<file path="src/rtl/pc_sequencer_if.sv">
// Bus between the PC-update datapath (master) and the PC sequencer (slave):
// redirect/stall requests in, architectural PC state out.
interface pc_sequencer_if;
  logic        stall;
  logic        redirect_valid;
  logic [31:0] redirect_target;
  logic [31:0] pc;
  logic [31:0] pc_plus4;
  logic        active;
  logic        in_delay_slot;
  logic [31:0] instr_count;
  logic        fault;

  modport master (
    output stall, redirect_valid, redirect_target,
    input  pc, pc_plus4, active, in_delay_slot, instr_count, fault
  );

  modport slave (
    input  stall, redirect_valid, redirect_target,
    output pc, pc_plus4, active, in_delay_slot, instr_count, fault
  );
endinterface

</file>
<file path="src/rtl/pc_sequencer.sv">
// Architectural PC owner: single branch delay slot, stall hold, halt on redirect to HALT_ADDR.
// Optional macro PC_SEQ_ALIGN_CHECK_EN traps misaligned redirect targets into a FAULT state.
module pc_sequencer #(
  parameter logic [31:0] RESET_VECTOR = 32'hBFC00000,
  parameter logic [31:0] HALT_ADDR    = 32'h00000000
) (
  input logic            clk,
  input logic            reset,
  pc_sequencer_if.slave  bus
);

  typedef enum logic [1:0] {RUN, DELAY, HALTED, FAULT} state_t;

  state_t      state;
  logic [31:0] pc_r;
  logic [31:0] pending;
  logic [31:0] count;
  logic        active_r;
  logic        delay_r;
  logic        fault_r;

  // Only RUN and DELAY retire instructions; HALTED and FAULT hold until reset.
  always_ff @(posedge clk) begin
    if (reset) begin
      state    <= RUN;
      pc_r     <= RESET_VECTOR;
      pending  <= 32'h0;
      count    <= 32'h0;
      active_r <= 1'b1;
      delay_r  <= 1'b0;
      fault_r  <= 1'b0;
    end else if (!bus.stall) begin
      case (state)
        RUN: begin
          pc_r  <= pc_r + 32'd4;
          count <= count + 32'd1;
          if (bus.redirect_valid) begin
`ifdef PC_SEQ_ALIGN_CHECK_EN
            pending <= bus.redirect_target;
`else
            pending <= bus.redirect_target & ~32'h3;
`endif
            state   <= DELAY;
            delay_r <= 1'b1;
          end
        end
        DELAY: begin
          count   <= count + 32'd1;
          delay_r <= 1'b0;
          if (pending == HALT_ADDR) begin
            pc_r     <= HALT_ADDR;
            state    <= HALTED;
            active_r <= 1'b0;
`ifdef PC_SEQ_ALIGN_CHECK_EN
          end else if (pending[1:0] != 2'b00) begin
            state    <= FAULT;
            active_r <= 1'b0;
            fault_r  <= 1'b1;
`endif
          end else begin
            pc_r  <= pending;
            state <= RUN;
          end
        end
        default: begin
        end
      endcase
    end
  end

  assign bus.pc            = pc_r;
  assign bus.pc_plus4      = pc_r + 32'd4;
  assign bus.active        = active_r;
  assign bus.in_delay_slot = delay_r;
  assign bus.instr_count   = count;
`ifdef PC_SEQ_ALIGN_CHECK_EN
  assign bus.fault         = fault_r;
`else
  assign bus.fault         = 1'b0;
`endif

endmodule
</file>
<file path="src/flat_wrapper.sv">
// flat-port wrapper written by rule: the top's interface ports become plain ports
module pc_sequencer_flat 
#(
  parameter logic [31:0] RESET_VECTOR = 32'hBFC00000,
  parameter logic [31:0] HALT_ADDR    = 32'h00000000
)
  (clk, reset, bus_stall, bus_redirect_valid, bus_redirect_target, bus_pc, bus_pc_plus4, bus_active, bus_in_delay_slot, bus_instr_count, bus_fault);
  pc_sequencer_if bus_i ();
  input logic clk;
  input logic reset;
  input wire logic [$bits(bus_i.stall)-1:0] bus_stall;
  input wire logic [$bits(bus_i.redirect_valid)-1:0] bus_redirect_valid;
  input wire logic [$bits(bus_i.redirect_target)-1:0] bus_redirect_target;
  output wire logic [$bits(bus_i.pc)-1:0] bus_pc;
  output wire logic [$bits(bus_i.pc_plus4)-1:0] bus_pc_plus4;
  output wire logic [$bits(bus_i.active)-1:0] bus_active;
  output wire logic [$bits(bus_i.in_delay_slot)-1:0] bus_in_delay_slot;
  output wire logic [$bits(bus_i.instr_count)-1:0] bus_instr_count;
  output wire logic [$bits(bus_i.fault)-1:0] bus_fault;
  assign bus_i.stall = bus_stall;
  assign bus_i.redirect_valid = bus_redirect_valid;
  assign bus_i.redirect_target = bus_redirect_target;
  assign bus_pc = bus_i.pc;
  assign bus_pc_plus4 = bus_i.pc_plus4;
  assign bus_active = bus_i.active;
  assign bus_in_delay_slot = bus_i.in_delay_slot;
  assign bus_instr_count = bus_i.instr_count;
  assign bus_fault = bus_i.fault;
  pc_sequencer #(.RESET_VECTOR(RESET_VECTOR), .HALT_ADDR(HALT_ADDR)) u_core (.clk(clk), .reset(reset), .bus(bus_i));
endmodule
</file>
<file path="config.mk">
export PLATFORM = sky130hd
export DESIGN_NAME = pc_sequencer_flat
export DESIGN_NICKNAME = d
export VERILOG_FILES = /design/src/rtl/pc_sequencer_if.sv /design/src/rtl/pc_sequencer.sv /design/src/flat_wrapper.sv
export SDC_FILE = /design/constraint.sdc
export NUM_CORES = 1
export LEC_CHECK = 0
export ABC_AREA = 0
export CAP_MARGIN = 30
export CORE_MARGIN = 10
export CORE_UTILIZATION = 52
export CTS_CLUSTER_SIZE = 10
export DETAILED_ROUTE_END_ITERATION = 8
export MAX_ROUTING_LAYER = met4
export PLACE_DENSITY = 0.95
export SLEW_MARGIN = 20
export SYNTH_ARGS = -nofsm -noshare
export SYNTH_HDL_FRONTEND = slang
export SYNTH_SLANG_ARGS = --single-unit
</file>
<file path="constraint.sdc">
create_clock -name clk -period 2.92 [get_ports clk]
set_input_delay 0.584 -clock clk [delete_from_list [all_inputs] [get_ports clk]]
set_output_delay 0.584 -clock clk [all_outputs]
set_load 0.02 [all_outputs]
</file>
== After elaboration in Yosys (flattened, before gate mapping) ==
Index checks and enable logic that the tools add are counted.
Storage, ports and cells
  output and inout bits: 99
  logic and storage cells: 27
  input bits: 36
  bits in registers: 98
Cells by class
  add/subtract/negate cells: 2
  eq/ne operators: 2
  reduce and logical (&&, ||, !) cells: 9
  bitwise logic cells: 1
  multiplexer cells: 7
Operator list (number)
  $pmux 32 s2: 1
  $add 32x1->32 const B: 1
  $add 32x3->32 const B: 1
  $logic_not 32->1: 1
  $mux 32: 1
  $reduce_and 3->1: 3
  $mux 2: 2
  $pmux 2 s2: 1
  $reduce_and 2->1: 2
  $eq 2x1->1 const B: 1
  $logic_not 2->1: 1
  $ne 2x2->1 const B: 1
  $pmux 1 s2: 1
  $reduce_bool 2->1: 1
  $reduce_or 2->1: 1
  $mux 1: 1
  $not 1->1: 1

== Logic depth before layout (Yosys ltp) ==
Gate-level depths: netlist of run 1.
  word-level depth: 3
  gate-level depth with buffers: 7

== Worst setup path after synthesis of run 1 ==
Ideal clock, no wire load.
  path kind: register to output
  start: register u_core.pc_r[3], in the netlist u_core.bus.pc[3]
  end: output port bus_pc_plus4[28]
  required time: 2.336 ns
  arrival: 1.995 ns
  setup slack: 0.341 ns
  buffers on the path: 0
  stages on the path, launching flop included: 7
  path through: dfxtp_1 -> ha_1 -> inv_1 -> nor2_1 -> and4_1 -> nand3_1 -> xnor2_1
Between the ends
  word-level cells in the longest chain between the ends: 1
Ends and longest elaborated chain
  from (decl): line pc_sequencer.sv:15  | logic [31:0] pc_r;
  from (signal assigned): line pc_sequencer.sv:35  | pc_r <= pc_r + 32'd4;
  from (signal assigned): line pc_sequencer.sv:61  | pc_r <= pending;
  $add 32x3->32: line pc_sequencer.sv:72  | assign bus.pc_plus4 = pc_r + 32'd4;
  to (decl): line flat_wrapper.sv:15  | output wire logic [$bits(bus_i.pc_plus4)-1:0] bus_pc_plus4;
No other way between the ends.

== Final worst setup path of run 1 ==
  start: register u_core.pc_r[19], in the netlist u_core.bus.pc[19]
  end: output port bus_pc_plus4[25]
Same word-level chain as after synthesis.

==> flow_summary.toml, run 1 <==
[power_and_ir_drop]
power.leakage_nw = 2.602
p_per_area_nw_per_um2 = 425.9
seqPwrFrac_pct = 48.7
comb_power_share_pct = 16.4
vdd_ir_drop_max_uv = 288.3
p_clk_share_pct = 34.9
switchingPower_mw = 0.7979
power_mw = 2.872
p_sw_share_pct = 27.79
p_int_mw = 2.074

[cells_and_area]
syn2layout_area_growth_pct = 36.36
seq_area_sq_um = 1908
stdcell_area_sq_um = 6743
finalNonFillerCells = 896
multi_input_area_sq_um = 2854
fillers = 649
nets = 801
diodes = 0
drive_gt1_share_pct = 12.13

[logic_synthesis]
async_reset_ff_share_pct = 0
postSynthAreaPerCell_sq_um = 7.886
yosysSeqAreaShare_pct = 38.46
syn-cell-area_sq_um = 4945
synth_flop_cell = "dfxtp_1"
synth_cell_types = 61
synth_edf_count = 0
yosys_warnings = 0
syn_inst = 627
ys_ff_latch = 95

[global_route]
grt_pass1_wl_microns = 26690
antenna_found_initial = 0
grt_max_degree = 33
gr-total-overflow = 0
gr-usage-all-layers_pct = 23.43
grt_pass1_vias = 5227

[floorplan]
rows = 35
core_sq_um = 9240
die_area_sq_um = 13810
start_util_pct = 53.51
die_y_microns = 117.5
ios = 135
die_width_microns = 117.5

[routing]
routed_wl_microns = 16870
drt-pass1-iter-count = 7
drt-initial-drc-count = 579
wl_per_cell_microns = 18.83
drc = 0
via_count = 5467
drt.antenna.violating_nets = 0
vias_per_cell = 6.102

[critical_path]
worstPathCellList = "nand4_1 > nor3_1 > buf_4 > nand4_1 > xnor2_1 > dlygate4sd2_1"
cp.required_ns = 2.34
path_class = "register to output port"
crit_family = "simple AND/OR/NAND/NOR gates"
worstPathArrival_ns = 2.32
cpMaxStageDelayCell = "nor3_1"
crit_buf_inv = 2
cp-start-kind = "register"
path_max_fanout = 4
worstSetupEndpointType = "output port"
critical-path-max-stage-delay_ns = 0.37
crit_top_cell = "nand4_1"

[clock_tree]
clockBufferDepth = 2
h-tree-depth = 3
insertion_delay_ns = 0.38
cts.clk_slew.worst_paths_ns = 0.11
cts_tree = "done"
ctsRootBufferMaster = "clkbuf_8"
clock-sinks = 95
hold_buffers = 0
cts_buffers = 9

[timing]
fmax_mhz = 344.2
max_slew_margin_pct = 46.17
final-setup-viol-count = 0
timing.final.max_slew_violations = 0
post-route-period-util_pct = 99.50
fin_ws_ns = 0.01464
whs_ns = 0.4691
min_period_ns = 2.905
finalClockSkew_ns = 0.02147
tightest_slew_ns = 0.8063
hold_viol_final = 0

[placement]
place.port_buffers = 127
dp_cells = 878
dp_slack_ns = 0.1882
place_area_sq_um = 6469
dp_hpwl_microns = 12110
place.gp.congestion = 0.9948

[hold_path]
worstHoldPathType = "register to register"

[flow_run]
cap_violations = 0

[status]
status = "finished, final reports clean"
## cells in the mapped netlist (3+ instances only)
cell       n  area [sq um]
nor4_1    13         81.33
xnor2_1   33         289.0
nor2_1    71         266.5
o21ai_0   15         75.07
nor3_1    20         100.1
a22o_1     4         35.03
a22oi_1    6         45.04
a211oi_1   8         60.06
o21bai_1   3         22.52
and4_1     8         70.07
a221oi_1   7         61.31
or3_1      5         31.28
nand2_1   97         364.1
inv_1      6         22.52
a21oi_1   51         255.2
or2_2      5         31.28
nand4_2    3         37.54
xor2_1    21         183.9
buf_1      3         11.26
clkbuf_1  33         123.9
a311oi_1   4         35.03
o31ai_1    3         22.52
nor4_4     3         63.81
a31oi_1    4         25.02
and3_1     9         56.30
nand3_1   33         165.2
nand4_1   17         106.4
buf_4      5         37.54
buf_2      5         25.02
dfxtp_1   95          1902
## worst register-to-register path, cell delays in order (launching register included)
cell and delay, ns:
dfxtp_1 0.85, nor2b_1 0.22, buf_4 0.31, nand2_1 0.16, a21oi_1 0.17, mux2i_1 0.09, or2_2 0.28
## sequential cells by signal, summed over array words and instances, names as in the netlist
name and cells:
u_core.pending 30, u_core.state 2, u_core.bus.pc 30, u_core.bus.active 1
u_core.bus.instr_count 32
## logic make-up (layout without fill, tap and decap cells)
family	count (synthesis)	in the layout	synth area share [%]
buf+inv	55	191	4.858
compound gates	118	118	15.16
flops	95	95	38.46
mux	1	1	0.2024
fa+ha+maj	2	2	0.5060
other cells	1	5	0.07584
simple gates	301	301	31.17
xor+xnor	54	54	9.565
## final cells by class
| type | count | area share (%) |
|---|---|---|
| clock buffer | 11 | 2.245 |
| clock inverter | 4 | 1.150 |
| inverter | 7 | 0.3897 |
| multi-input combinational | 481 | 42.33 |
| sequential | 95 | 28.30 |
| tap | 129 | 2.394 |
| timing repair buffer | 169 | 23.20 |
## placed cells by master (no fill, tap or decap), types with 3 or more instances in the layout
cell	Yosys	final
xnor2_1	33	33
clkdlybuf4s50_1	0	103
a21oi_1	51	51
a31oi_1	4	4
nand4_2	3	3
o21bai_1	3	3
inv_1	6	6
dfxtp_2	0	5
or2_2	5	5
nand4_1	17	17
nor4_2	2	3
a311oi_1	4	4
and4_2	2	3
dfxtp_1	95	90
clkbuf_8	0	11
nand3_1	33	32
conb_1	1	5
and4_1	8	7
a22o_1	4	4
xor2_1	21	21
a22oi_1	6	6
dlygate4sd2_1	0	16
a221oi_1	7	7
nor3_1	20	20
nor4_1	13	12
or3_1	5	4
and3_1	9	9
o31ai_1	3	3
dlymetal6s2s_1	0	5
nor4_4	3	3
nand2_1	97	96
nor2_1	71	69
o21ai_0	15	15
buf_4	5	42
a211oi_1	8	8
## metrics by stage
step	utilization, %	TNS (ns)
global placement	70.01	0
detailed placement	70.01	0
CTS	72.44	0
floorplan	-	0
finish	72.97	0
global route	72.97	-0.06521
## power groups by stage
stage | logic, mW | clock network, mW | registers [mW]
after floorplan | 0.234 | 0 | 1.44
after global placement | 0.455 | 0 | 1.42
after detailed placement | 0.467 | 0 | 1.42
after CTS | 0.466 | 0.998 | 1.39
after global routing | 0.504 | 1.05 | 1.40
final | 0.470 | 1.00 | 1.40
## metal layers
metal / part of all wire, % / vias to the layer above / GRT usage, %
met5: 0 / - / -
met2: 47 / 348 / 38.01
li1: - / 2493 / -
met3: 9.2 / 75 / 4.556
met1: 39 / 2551 / 27.39
met4: 4.1 / 0 / 10.90
## timing repair
action / in CTS / in global routing
endpoints found under the setup margin: 18 / 13
pin swaps: 0 / 1
resized for setup: 25 / 15
cloned: 0 / 0
hold endpoints to repair: 0 / 0
setup buffers: 0 / 3
## worst paths after layout
| path | depth (start not counted) | slack [ns] | to | start |
|---|---|---|---|---|
| max reg2reg | 6 | 0.75 | u_core.bus.pc[25] | u_core.state[0] |
| min | 2 | 0.47 | u_core.bus.active | u_core.bus.active |
| min reg2reg | 2 | 0.47 | u_core.bus.active | u_core.bus.active |
| max | 6 | 0.01 | bus_pc_plus4[25] | u_core.bus.pc[19] |
(Power assumes the default switching activity.)
==> inputs of run 2 (changes only) <==
--- a/config.mk
+++ b/config.mk
@@ -13,6 +13,7 @@
 export DETAILED_ROUTE_END_ITERATION = 8
 export MAX_ROUTING_LAYER = met4
 export PLACE_DENSITY = 0.95
+export SKIP_CTS_REPAIR_TIMING = 1
 export SLEW_MARGIN = 20
 export SYNTH_ARGS = -nofsm -noshare
 export SYNTH_HDL_FRONTEND = slang
==> flow_summary.toml, run 2 (same netlist as run 1, synthesis figures left out) <==
[status]
status = "finished, violations left"
violations = "setup timing"

[clock_tree]
h-tree-depth = 3
ctsRootBufferMaster = "clkbuf_8"
insertion_delay_ns = 0.37
cts_tree = "done"
cts.clk_slew.worst_paths_ns = 0.10
clock-sinks = 95
clockBufferDepth = 2
cts_buffers = 9

[timing]
fmax_mhz = 328.2
post-route-period-util_pct = 104.3
max_slew_margin_pct = 46.34
finalClockSkew_ns = 0.01814
hold_viol_final = 0
final-setup-viol-count = 1
timing.final.max_slew_violations = 0
fin_ws_ns = -0.1269
tightest_slew_ns = 0.8037
min_period_ns = 3.047
rsz0062_at_grt = "yes"

[floorplan]
start_util_pct = 53.51
die_y_microns = 117.5
die_width_microns = 117.5
die_area_sq_um = 13810
rows = 35
core_sq_um = 9240
ios = 135

[cells_and_area]
fillers = 636
stdcell_area_sq_um = 6780
largest_register_ffs = 32
final_common_cell = "clkdlybuf4s50_1"
nets = 798
diodes = 0
fin_util_pct = 73.38
syn2layout_area_growth_pct = 37.12
final_cell_mix = "clkdlybuf4s50_1, nand2_1, dfxtp_1"
drive_gt1_share_pct = 11.13
multi_input_area_sq_um = 2843
seq_area_sq_um = 1907

[routing]
drt-pass1-iter-count = 7
wl_per_cell_microns = 18.69
drc = 0
routed_wl_microns = 16690
drt.antenna.violating_nets = 0
vias_per_cell = 6.130
via_count = 5474
drt-initial-drc-count = 537

[power_and_ir_drop]
comb_power_share_pct = 16.6
seqPwrFrac_pct = 48.7
p_sw_share_pct = 27.55
vdd_ir_drop_max_uv = 287.1
p_per_area_nw_per_um2 = 423.4
p_int_mw = 2.080
switchingPower_mw = 0.7910
p_clk_share_pct = 34.7
power.leakage_nw = 2.727

[critical_path]
path_max_fanout = 6
worstReg2RegStart = "u_core.state[0]"
critical-path-max-stage-delay_ns = 0.62
path_class = "register to output port"
worstPathArrival_ns = 2.46
cp.required_ns = 2.34
crit_buf_inv = 1
cpMaxStageDelayCell = "clkdlybuf4s50_1"
cp-start-kind = "register"
worstSetupEndpointType = "output port"
critPathLaunch = "u_core.bus.pc[2]"
worstPathCellList = "nand2_1 > nor2_4 > nand3_1 > or2_2 > xnor2_1 > clkdlybuf4s50_1"
crit_family = "simple AND/OR/NAND/NOR gates"

[hold_path]
hold_path_startpoint = "u_core.bus.active"
worstHoldPathType = "register to register"

[global_route]
gr-usage-all-layers_pct = 23.44
grt_pass1_vias = 5232
grt_max_degree = 33
gr-total-overflow = 0
grt_pass1_wl_microns = 26680
antenna_found_initial = 0

[placement]
place_area_sq_um = 6469
dp_hpwl_microns = 12110
place.gp.congestion = 0.9948
place.port_buffers = 127
dp_slack_ns = 0.1882

[flow_run]
cap_violations = 0
[run 2: layout make-up]
| class | instances | area share [%] |
|---|---|---|
| Clock inverter | 4 | 1.144 |
| Inverter | 7 | 0.3875 |
| Clock buffer | 11 | 2.233 |
| Tap cell | 129 | 2.381 |
| Sequential cell | 95 | 28.12 |
| Timing Repair Buffer | 166 | 23.81 |
| Multi-Input combinational cell | 481 | 41.93 |
[run 2: per-stage QoR]
step	hold WS, ns	instances	setup TNS [ns]	total power, mW
after floorplan	0.4450	631	0	1.674
after global placement	0.4522	878	0	1.874
after detailed placement	0.4573	878	0	1.891
after CTS	0.4738	893	-3.002	2.865
after global routing	0.4946	893	-0.2086	2.970
final	0.4691	893	-0.1269	2.871
[run 2: metal layers]
metal  vias to the layer above  global-route usage, %  share of wire, %  wire length [microns]
met2                       356                  38.15                48                   8046
met4                         0                  10.90               4.0                    672
met1                      2561                  27.18                39                   6510
met5                         -                      -                 0                      0
met3                        72                  4.748               8.7                   1460
li1                       2485                      -                 -                      -
[run 2: power by group through the flow]
stage	clock network (mW)	registers (mW)	logic, mW
2_1_floorplan	0	1.44	0.234
3_3_place_gp	0	1.42	0.455
3_5_place_dp	0	1.42	0.467
4_1_cts	0.998	1.39	0.473
5_1_grt	1.06	1.40	0.510
6_report	0.996	1.40	0.477
[run 2: path summary, 6_finish.rpt]
path                       end  slack (ns)  depth (start not counted)
max reg2reg  u_core.bus.pc[25]        0.73                          6
min reg2reg  u_core.bus.active        0.47                          2
max           bus_pc_plus4[29]       -0.13                          6
min          u_core.bus.active        0.47                          2
[run 2: worst min-delay path: cells and delay by family (launching register included)]
kind	cells	cell delay, ns
DFF	1	0.32
buffers and inverters	1	0.05
AOI/OAI and AO/OA	1	0.06
